<file path="src/rtl/rv32m_pkg.sv">
// Shared RV32M definitions: operand width, FUNC3 encodings and the
// multiply/divide unit state encoding.
package rv32m_pkg;

    localparam int unsigned XLEN  = 32;
    localparam int unsigned CNT_W = $clog2(XLEN) + 1;

    localparam logic [2:0] F3_MUL    = 3'b000;
    localparam logic [2:0] F3_MULH   = 3'b001;
    localparam logic [2:0] F3_MULHSU = 3'b010;
    localparam logic [2:0] F3_MULHU  = 3'b011;
    localparam logic [2:0] F3_DIV    = 3'b100;
    localparam logic [2:0] F3_DIVU   = 3'b101;
    localparam logic [2:0] F3_REM    = 3'b110;
    localparam logic [2:0] F3_REMU   = 3'b111;

    typedef enum logic [1:0] {
        IDLE = 2'd0,
        DIV  = 2'd1,
        DONE = 2'd2
    } md_state_t;

endpackage

</file>
<file path="src/rtl/ex_muldiv_unit_if.sv">
// EX-stage connection between the pipeline (master) and the mul/div unit (slave).
interface ex_muldiv_unit_if;
    import rv32m_pkg::*;

    logic            EX_START;
    logic [2:0]      EX_FUNC3;
    logic [XLEN-1:0] EX_OPERAND_A;
    logic [XLEN-1:0] EX_OPERAND_B;
    logic            EX_FLUSH;
    logic            MD_BUSY;
    logic            MD_DONE;
    logic [XLEN-1:0] MD_RESULT;

    modport master (
        output EX_START, EX_FUNC3, EX_OPERAND_A, EX_OPERAND_B, EX_FLUSH,
        input  MD_BUSY, MD_DONE, MD_RESULT
    );

    modport slave (
        input  EX_START, EX_FUNC3, EX_OPERAND_A, EX_OPERAND_B, EX_FLUSH,
        output MD_BUSY, MD_DONE, MD_RESULT
    );

endinterface

</file>
<file path="src/rtl/md_serial_divider.sv">
// Unsigned 32-step restoring divider. The _c outputs carry the values being
// written on the final step so the caller can register them on that same edge.
module md_serial_divider
    import rv32m_pkg::*;
(
    input  logic            clk,
    input  logic            rst_n,
    input  logic            start_i,
    input  logic            flush_i,
    input  logic [XLEN-1:0] dividend_i,
    input  logic [XLEN-1:0] divisor_i,
    output logic [XLEN-1:0] quotient_c_o,
    output logic [XLEN-1:0] remainder_c_o,
    output logic            done_c_o
);

    logic [XLEN-1:0]  rem_q, rem_d;
    logic [XLEN-1:0]  quo_q, quo_d;
    logic [XLEN-1:0]  dvs_q, dvs_d;
    logic [CNT_W-1:0] cnt_q, cnt_d;
    logic             active_q, active_d;
    logic [XLEN:0]    rem_shift;
    logic             ge;

    // quo_q starts as the dividend; its MSB feeds the remainder each step
    // while quotient bits shift in at the bottom.
    always_comb begin
        rem_d     = rem_q;
        quo_d     = quo_q;
        dvs_d     = dvs_q;
        cnt_d     = cnt_q;
        active_d  = active_q;
        done_c_o  = 1'b0;
        rem_shift = {rem_q, quo_q[XLEN-1]};
        ge        = (rem_shift >= {1'b0, dvs_q});

        if (flush_i) begin
            active_d = 1'b0;
            cnt_d    = '0;
        end else if (start_i) begin
            rem_d    = '0;
            quo_d    = dividend_i;
            dvs_d    = divisor_i;
            cnt_d    = '0;
            active_d = 1'b1;
        end else if (active_q) begin
            rem_d = ge ? XLEN'(rem_shift - {1'b0, dvs_q}) : rem_shift[XLEN-1:0];
            quo_d = {quo_q[XLEN-2:0], ge};
            if (cnt_q == CNT_W'(XLEN - 1)) begin
                done_c_o = 1'b1;
                active_d = 1'b0;
                cnt_d    = '0;
            end else begin
                cnt_d = cnt_q + CNT_W'(1);
            end
        end
    end

    assign quotient_c_o  = quo_d;
    assign remainder_c_o = rem_d;

    always_ff @(posedge clk or negedge rst_n) begin
        if (!rst_n) begin
            rem_q    <= '0;
            quo_q    <= '0;
            dvs_q    <= '0;
            cnt_q    <= '0;
            active_q <= 1'b0;
        end else begin
            rem_q    <= rem_d;
            quo_q    <= quo_d;
            dvs_q    <= dvs_d;
            cnt_q    <= cnt_d;
            active_q <= active_d;
        end
    end

endmodule

</file>
<file path="src/rtl/ex_muldiv_unit.sv">
// RV32M execute unit: single-cycle multiply, serial divide with sign fix-up,
// fast paths for divide-by-zero and signed overflow, and a pipeline stall request.
module ex_muldiv_unit
    import rv32m_pkg::*;
(
    input logic               CLK,
    input logic               RST_N,
    ex_muldiv_unit_if.slave   md
);

    md_state_t       state_q, state_d;
    logic [XLEN-1:0] result_q, result_d;
    logic            done_q, done_d;
    logic            op_rem_q, op_rem_d;
    logic            quo_neg_q, quo_neg_d;
    logic            rem_neg_q, rem_neg_d;

    logic              div_start;
    logic [XLEN-1:0]   div_quo, div_rem;
    logic              div_done;
    logic              op_signed, a_neg, b_neg, mul_a_sext, mul_b_sext;
    logic [XLEN-1:0]   abs_a, abs_b;
    logic [2*XLEN-1:0] mul_a, mul_b, prod;

    // Operand conditioning for both multiply and divide, taken from the ports at E0.
    always_comb begin
        op_signed  = ~md.EX_FUNC3[0];
        a_neg      = op_signed & md.EX_OPERAND_A[XLEN-1];
        b_neg      = op_signed & md.EX_OPERAND_B[XLEN-1];
        abs_a      = a_neg ? -md.EX_OPERAND_A : md.EX_OPERAND_A;
        abs_b      = b_neg ? -md.EX_OPERAND_B : md.EX_OPERAND_B;
        mul_a_sext = (md.EX_FUNC3 == F3_MULH) || (md.EX_FUNC3 == F3_MULHSU);
        mul_b_sext = (md.EX_FUNC3 == F3_MULH);
        mul_a      = {{XLEN{mul_a_sext & md.EX_OPERAND_A[XLEN-1]}}, md.EX_OPERAND_A};
        mul_b      = {{XLEN{mul_b_sext & md.EX_OPERAND_B[XLEN-1]}}, md.EX_OPERAND_B};
        prod       = mul_a * mul_b;
    end

    md_serial_divider u_div (
        .clk           (CLK),
        .rst_n         (RST_N),
        .start_i       (div_start),
        .flush_i       (md.EX_FLUSH),
        .dividend_i    (abs_a),
        .divisor_i     (abs_b),
        .quotient_c_o  (div_quo),
        .remainder_c_o (div_rem),
        .done_c_o      (div_done)
    );

    always_comb begin
        state_d   = state_q;
        result_d  = result_q;
        done_d    = 1'b0;
        op_rem_d  = op_rem_q;
        quo_neg_d = quo_neg_q;
        rem_neg_d = rem_neg_q;
        div_start = 1'b0;

        case (state_q)
            IDLE: begin
                if (md.EX_START && !md.EX_FLUSH) begin
                    op_rem_d  = md.EX_FUNC3[1];
                    quo_neg_d = a_neg ^ b_neg;
                    rem_neg_d = a_neg;
                    state_d   = DONE;
                    done_d    = 1'b1;
                    if (!md.EX_FUNC3[2]) begin
                        result_d = (md.EX_FUNC3 == F3_MUL) ? prod[XLEN-1:0]
                                                           : prod[2*XLEN-1:XLEN];
                    end else if (md.EX_OPERAND_B == '0) begin
                        result_d = md.EX_FUNC3[1] ? md.EX_OPERAND_A : '1;
                    end else if (op_signed && md.EX_OPERAND_A == {1'b1, {(XLEN-1){1'b0}}}
                                 && md.EX_OPERAND_B == '1) begin
                        result_d = md.EX_FUNC3[1] ? '0 : md.EX_OPERAND_A;
                    end else begin
                        div_start = 1'b1;
                        state_d   = DIV;
                        done_d    = 1'b0;
                    end
                end
            end
            DIV: begin
                if (md.EX_FLUSH) begin
                    state_d = IDLE;
                end else if (div_done) begin
                    result_d = op_rem_q ? (rem_neg_q ? -div_rem : div_rem)
                                        : (quo_neg_q ? -div_quo : div_quo);
                    done_d   = 1'b1;
                    state_d  = DONE;
                end
            end
            DONE:    state_d = IDLE;
            default: state_d = IDLE;
        endcase
    end

    always_ff @(posedge CLK or negedge RST_N) begin
        if (!RST_N) begin
            state_q   <= IDLE;
            result_q  <= '0;
            done_q    <= 1'b0;
            op_rem_q  <= 1'b0;
            quo_neg_q <= 1'b0;
            rem_neg_q <= 1'b0;
        end else begin
            state_q   <= state_d;
            result_q  <= result_d;
            done_q    <= done_d;
            op_rem_q  <= op_rem_d;
            quo_neg_q <= quo_neg_d;
            rem_neg_q <= rem_neg_d;
        end
    end

    // No stall request while held in reset.
    assign md.MD_BUSY   = RST_N & ~md.EX_FLUSH &
                          (((state_q == IDLE) & md.EX_START) | (state_q == DIV));
    assign md.MD_DONE   = done_q;
    assign md.MD_RESULT = result_q;

endmodule

</file>
<file path="src/flat_wrapper.sv">
// flat-port wrapper written by rule: the top's interface ports become plain ports
module ex_muldiv_unit_flat import rv32m_pkg::*;
  (CLK, RST_N, md_EX_START, md_EX_FUNC3, md_EX_OPERAND_A, md_EX_OPERAND_B, md_EX_FLUSH, md_MD_BUSY, md_MD_DONE, md_MD_RESULT);
  ex_muldiv_unit_if md_i ();
  input logic CLK;
  input logic RST_N;
  input wire logic [$bits(md_i.EX_START)-1:0] md_EX_START;
  input wire logic [$bits(md_i.EX_FUNC3)-1:0] md_EX_FUNC3;
  input wire logic [$bits(md_i.EX_OPERAND_A)-1:0] md_EX_OPERAND_A;
  input wire logic [$bits(md_i.EX_OPERAND_B)-1:0] md_EX_OPERAND_B;
  input wire logic [$bits(md_i.EX_FLUSH)-1:0] md_EX_FLUSH;
  output wire logic [$bits(md_i.MD_BUSY)-1:0] md_MD_BUSY;
  output wire logic [$bits(md_i.MD_DONE)-1:0] md_MD_DONE;
  output wire logic [$bits(md_i.MD_RESULT)-1:0] md_MD_RESULT;
  assign md_i.EX_START = md_EX_START;
  assign md_i.EX_FUNC3 = md_EX_FUNC3;
  assign md_i.EX_OPERAND_A = md_EX_OPERAND_A;
  assign md_i.EX_OPERAND_B = md_EX_OPERAND_B;
  assign md_i.EX_FLUSH = md_EX_FLUSH;
  assign md_MD_BUSY = md_i.MD_BUSY;
  assign md_MD_DONE = md_i.MD_DONE;
  assign md_MD_RESULT = md_i.MD_RESULT;
  ex_muldiv_unit u_core (.CLK(CLK), .RST_N(RST_N), .md(md_i));
endmodule
</file>
<file path="config.mk">
export PLATFORM = sky130hd
export DESIGN_NAME = ex_muldiv_unit_flat
export DESIGN_NICKNAME = d
export VERILOG_FILES = /design/src/rtl/rv32m_pkg.sv /design/src/rtl/ex_muldiv_unit_if.sv /design/src/rtl/md_serial_divider.sv /design/src/rtl/ex_muldiv_unit.sv /design/src/flat_wrapper.sv
export SDC_FILE = /design/constraint.sdc
export NUM_CORES = 2
export LEC_CHECK = 0
export CAP_MARGIN = 15
export CORE_MARGIN = 1
export CORE_UTILIZATION = 30
export DETAILED_ROUTE_END_ITERATION = 10
export RECOVER_POWER = 50
export SETUP_SLACK_MARGIN = 0.3
export SLEW_MARGIN = 20
export SYNTH_ARGS = -nofsm -noshare
export SYNTH_HDL_FRONTEND = slang
export SYNTH_SLANG_ARGS = --single-unit
export TNS_END_PERCENT = 50
</file>
<file path="constraint.sdc">
create_clock -name CLK -period 5.9 [get_ports CLK]
set_clock_uncertainty 0.1 [all_clocks]
set_input_delay 1.18 -clock CLK [delete_from_list [all_inputs] [get_ports CLK]]
set_output_delay 1.18 -clock CLK [all_outputs]
set_load 0.01 [all_outputs]
</file>
After elaboration in Yosys (flattened, before gate mapping)
Cells that the tools add are included.

Bits in registers: 141. Logic and storage cells: 108.

$add $sub $neg: 6. $mul: 1. Order comparisons: 1. Equal/unequal tests: 11. Mux-type cells: 53. Bitwise gates (word level): 11. Reduce and logical (&&, ||, !) cells: 14.

Operators by type and width (count): 32-bit 2-to-1 mux (21); 32-bit negation (4); 32-bit == test (second input constant) (2); 33-bit by 33-bit multiplier with 64-bit output (1); 32-bit case mux with 2 select lines (1); 33-bit by 32-bit greater-or-equal comparator with 1-bit output (1); 32-bit logical NOT (1); 32-bit subtractor (1); 6-bit 2-to-1 mux (4); 1-bit 2-to-1 mux (19); 2-bit 2-to-1 mux (6); 1-bit bitwise AND (7); 6-bit by 1-bit adder with 6-bit output (second input constant) (1); 6-bit by 5-bit == test with 1-bit output (second input constant) (1); 2-bit AND reduction (3); 5-bit AND reduction (1); 2-bit by 1-bit inequality test with 1-bit output (second input constant) (2); 4-bit by 2-bit inequality test with 1-bit output (second input constant) (1); 2-bit case mux with 2 select lines (1); 3-bit by 1-bit == test with 1-bit output (second input constant) (1); 3-bit by 2-bit == test with 1-bit output (second input constant) (1); 1-bit logical AND (3); 3-bit logical NOT (1); 3-bit by 2-bit inequality test with 1-bit output (second input constant) (1); 11 further kinds (12).

Longest topological paths before layout
Depth in word-level cells: 16. Mapped depth: 35. Depth with buffers taken out: 32.

Modules after synthesis
From an unflattened synthesis, not the netlist that was laid out.

Cells, all modules: 5882. Area, all modules: 50454.6 µm².

Modules (own cells, without submodules): ex_muldiv_unit (instances 1, cells each 5151, area an instance 44128.6 µm², seq. area each 950.9 µm²); md_serial_divider (instances 1, cells each 731, area an instance 6326.1 µm², seq. area each 2577.5 µm²).

Least setup slack after synthesis
No wires, ideal clock.

Kind: input port to flip-flop. Start point: input port md_EX_FUNC3[0]. End point: register u_core.result_q[31] (netlist: u_core.md.MD_RESULT[31]). Arrival time: 9.347 ns. Slack: -3.692 ns. Stages: 32. Buffers on the path: 3. Cell sequence: clkbuf_1 xor2_1 and3_1 clkbuf_1 nand2_1 inv_1 fa_1 inv_1 fa_1 inv_1 fa_1 inv_1 fa_1 inv_1 fa_1 fa_1 fa_1 inv_1 fa_1 inv_1 ha_1 clkbuf_1 nand3_1 nand2b_1 a211oi_1 o21ai_0 a21oi_1 o2111ai_1 mux2_2 a211o_1 o221ai_1 a21oi_1.

Word-level cells in the longest chain between the ends: 16.

Ends and longest elaborated chain: start, declared (line flat_wrapper.sv:8) `input wire logic [$bits(md_i.EX_FUNC3)-1:0] md_EX_FUNC3;`; parallel branches: the longest is 16 deep, another holds 33-bit by 33-bit multiplier with 64-bit output; end signal, assigned (line ex_muldiv_unit.sv:108) `result_q <= result_d;`; end, declared (line ex_muldiv_unit.sv:12) `logic [XLEN-1:0] result_q, result_d;`.

Several ways; the timed one is not identified. The select of a mux whose other input is x is not followed. A chain may end at the register's enable or synchronous reset.

Worst setup path in the final report
Start point: input port md_EX_FUNC3[2]. End point: register u_core.result_q[26] (netlist: u_core.md.MD_RESULT[26]).

Word-level cells in the longest chain between the ends: 11.

Ends and longest elaborated chain: parallel branches: the longest is 11 deep, another holds 33-bit by 33-bit multiplier with 64-bit output.

Several ways; the timed one is not identified. The select of a mux whose other input is x is not followed.

==> impl_results.md <==
* WL final at approximately 170 mm
* Failing checks: max-capacitance violations, max-slew violations, negative setup slack
* CP max FO at 5
* Startpoint Class: input port
* First-pass GRT wire length at 270 mm
* # fillers at 16,800
* RSZ-0062 raised after global routing: true
* R2r endpoint: u_core.md.MD_RESULT[26]
* EDFF count, synth at 0
* Die Y-Extent at 412 µm
* CP required at roughly 6 ns
* Max-slew violations at 46
* Top FF cell, synth: dfrtp_1
* R2r setup slk at 0.60 ns
* Clk sink count at 141
* Grt ovf at 0
* CP endpoint: u_core.md.MD_RESULT[26]
* Antenna-violating nets left at 0
* Achievable Freq at 115 MHz
* Synth Register Bits at 141
* Worst hold path type: flop to flop
* Crit-path max cell delay at 0.61 ns
* Initial antenna violation count at 11
* Vias per cell at around 5
* CP startpoint: md_EX_FUNC3[2]
* Worst Setup Path Type: input port to flop
* Post-synth top area share at 0.448
* Via total after detailed routing at about 43,000
* Vias in the first global route at 45,400
* Syn. warnings at 0
* Initial Util at 0.302
* Share of cells above drive strength 1 at 0.192
* Clk Tree Root Cell: clkbuf_16
* Max stage delay cell, worst path: fa_2
* Synthesized cell area at 50,400 µm²
* Avg Cell Area, Syn at 8.57 µm²
* Worst skew pair latency at 0.45 ns
* Top cells by area, synth: fa_1 45%, inv_1 9.2%, nand2_1 7.1%, dfrtp_1 7.0%, ha_1 6.2%
* Slew margin rel. at -0.847
* Worst-path clk slew at roughly 0.07 ns
* Crit end category: flop
* Final worst slack at -2.77 ns
* Cells after synthesis at 5,875
* Area Growth Syn to Fin at 23.4%
* Tcrit/Tclk final at 1.47
* Yosys cell types at between 80 and 90
* H-tree depth at 4
* Total Routing Usage GR at 0.205
* Measured slew at the worst slew-check pin at 2.77 ns
* Outcome: complete, but fails checks
* Area of the die at 170,000 µm²
* Final setup violation count at 32
* Post-route DRC at 0
* Commonest non-fill, non-tap cells in the layout: 1,206 x inv_1, 1,078 x fa_1, 943 x nand2_1
* Largest net degree at the start of global routing at 89
* Drt wl/cell at 19.9 µm
* Reg2reg start: u_core.u_div.rem_q[15]
* TritonCTS clock tree: done
* IO buf count at 104
* I/O pin count at ~110
* TritonRoute pass-1 iters at 8
* CTS Buffer Depth at 2
* Synth Net Count at about 7,300
* HPWL Detailed at 145 mm
* Worst EP arrival at between 8 and 9 ns
* # Max-Cap Violations at 1
* Most common cell after layout, fill and taps aside: inv_1
* Post-route insts no fill at 8,658
* Asr flop ratio synth at 1.00
* Fin crit period at 8.67 ns
* Placed Instances at 8,542
* Sequential element share of the synthesized area at 0.0700
* RePlAce Congestion at 0.969
* Core outline area at 167,000 µm²
* Die width at 412 µm
* DRT iter0 DRCs at about 3,500
* Most area-hungry cell type in the Yosys netlist: fa_1
* CTS Buf Count at 17
* Num rows at 150
* Final Hold Viols at 0
* Nets at 7,883
* Reg2Reg Depth at 19
==> stage by stage <==
stage | instance area (µm²) | util | worst slack [ns] | hold slack [ns] | setup TNS, ns
CTS | 61200 | 0.367 | -2.80 | 0.397 | -82.64
global placement | 58700 | 0.352 | -3.94 | 0.371 | -118.19
floorplan | 50600 | - | -3.13 | 0.350 | -82.12
finish | 62200 | 0.373 | -2.77 | 0.391 | -81.13
global route | 62200 | 0.373 | -3.00 | 0.422 | -88.23
detailed placement | 58700 | 0.352 | -3.97 | 0.377 | -118.03
==> state kept, by name, indices dropped and copies added (netlist names) <==
signal and flops:
u_core.u_div.active_q 1, u_core.u_div.cnt_q 6, u_core.u_div.quo_q 32, u_core.u_div.dvs_q 32, u_core.u_div.rem_q 32, u_core.state_q 2, u_core.md.MD_RESULT 32, u_core.op_rem_q 1
u_core.rem_neg_q 1, u_core.quo_neg_q 1, u_core.md.MD_DONE 1
==> metal layers <==
layer	GRT usage	part of all wire
met1	0.276	0.41
met2	0.337	0.47
met3	0.0257	0.072
met4	0.0759	0.043
met5	0	0.00027
==> timing repair <==
item                                    CTS  global route
endpoints found under the setup margin   32            32
gates cloned                              7             2
setup buffers                            51            19
hold buffers                              0             0
pin swaps                               191           152
gates resized for setup                 351           217
==> worst min path at each step <==
stage | start | end | slack [ns] | cells after the start
floorplan | u_core.u_div.dvs_q[11] | u_core.u_div.dvs_q[11] | 0.35 | 2
global placement | u_core.u_div.dvs_q[17] | u_core.u_div.dvs_q[17] | 0.37 | 2
detailed placement | u_core.u_div.dvs_q[13] | u_core.u_div.dvs_q[13] | 0.38 | 2
CTS | u_core.u_div.dvs_q[17] | u_core.u_div.dvs_q[17] | 0.40 | 2
global route | u_core.u_div.dvs_q[27] | u_core.u_div.dvs_q[27] | 0.42 | 2
finish | u_core.u_div.dvs_q[27] | u_core.u_div.dvs_q[27] | 0.39 | 2
==> cell usage after synthesis, types with 47 or more instances <==
| cell | number |
|---|---|
| a21o_1 | 47 |
| a21oi_1 | 180 |
| and2_1 | 321 |
| buf_1 | 78 |
| clkbuf_1 | 285 |
| dfrtp_1 | 141 |
| fa_1 | 1126 |
| ha_1 | 250 |
| inv_1 | 1239 |
| nand2_1 | 955 |
| nand4_1 | 49 |
| nor2_1 | 170 |
| nor3_1 | 63 |
| o21ai_0 | 174 |
| xnor2_1 | 110 |
| xor2_1 | 77 |
==> cell families after synthesis <==
group	count (synthesis)	share of synthesized area
AO/OA/AOI/OAI	733	0.0942
XOR/XNOR	187	0.0325
adder cells (fa/ha/maj)	1376	0.510
buffers and inverters	1615	0.121
flip-flops	141	0.0700
multiplexers	30	0.00611
AND/OR/NAND/NOR	1793	0.167
==> area by class of cell <==
class | count | area, µm² | area share
multi-input cells | 4119 | 42300 | 0.681
diodes | 5 | 12.5 | 0.000201
flip-flops and latches | 141 | 3530 | 0.0567
clock inverters | 14 | 205 | 0.00330
inverters | 1239 | 4660 | 0.0750
well taps | 2204 | 2760 | 0.0443
clock buffers | 18 | 429 | 0.00690
repair buffers | 918 | 8240 | 0.132
==> worst max-delay path: cells and delay by family <==
kind,cells,cell delay [ns]
AND/OR/NAND/NOR,4,0.53
buffers and inverters,17,1.86
AO/OA/AOI/OAI,6,0.85
adder cells (fa/ha/maj),9,4.47
Power is not shown: default switching activity piles up to over one toggle a cycle in this logic, so the estimate is an artifact.
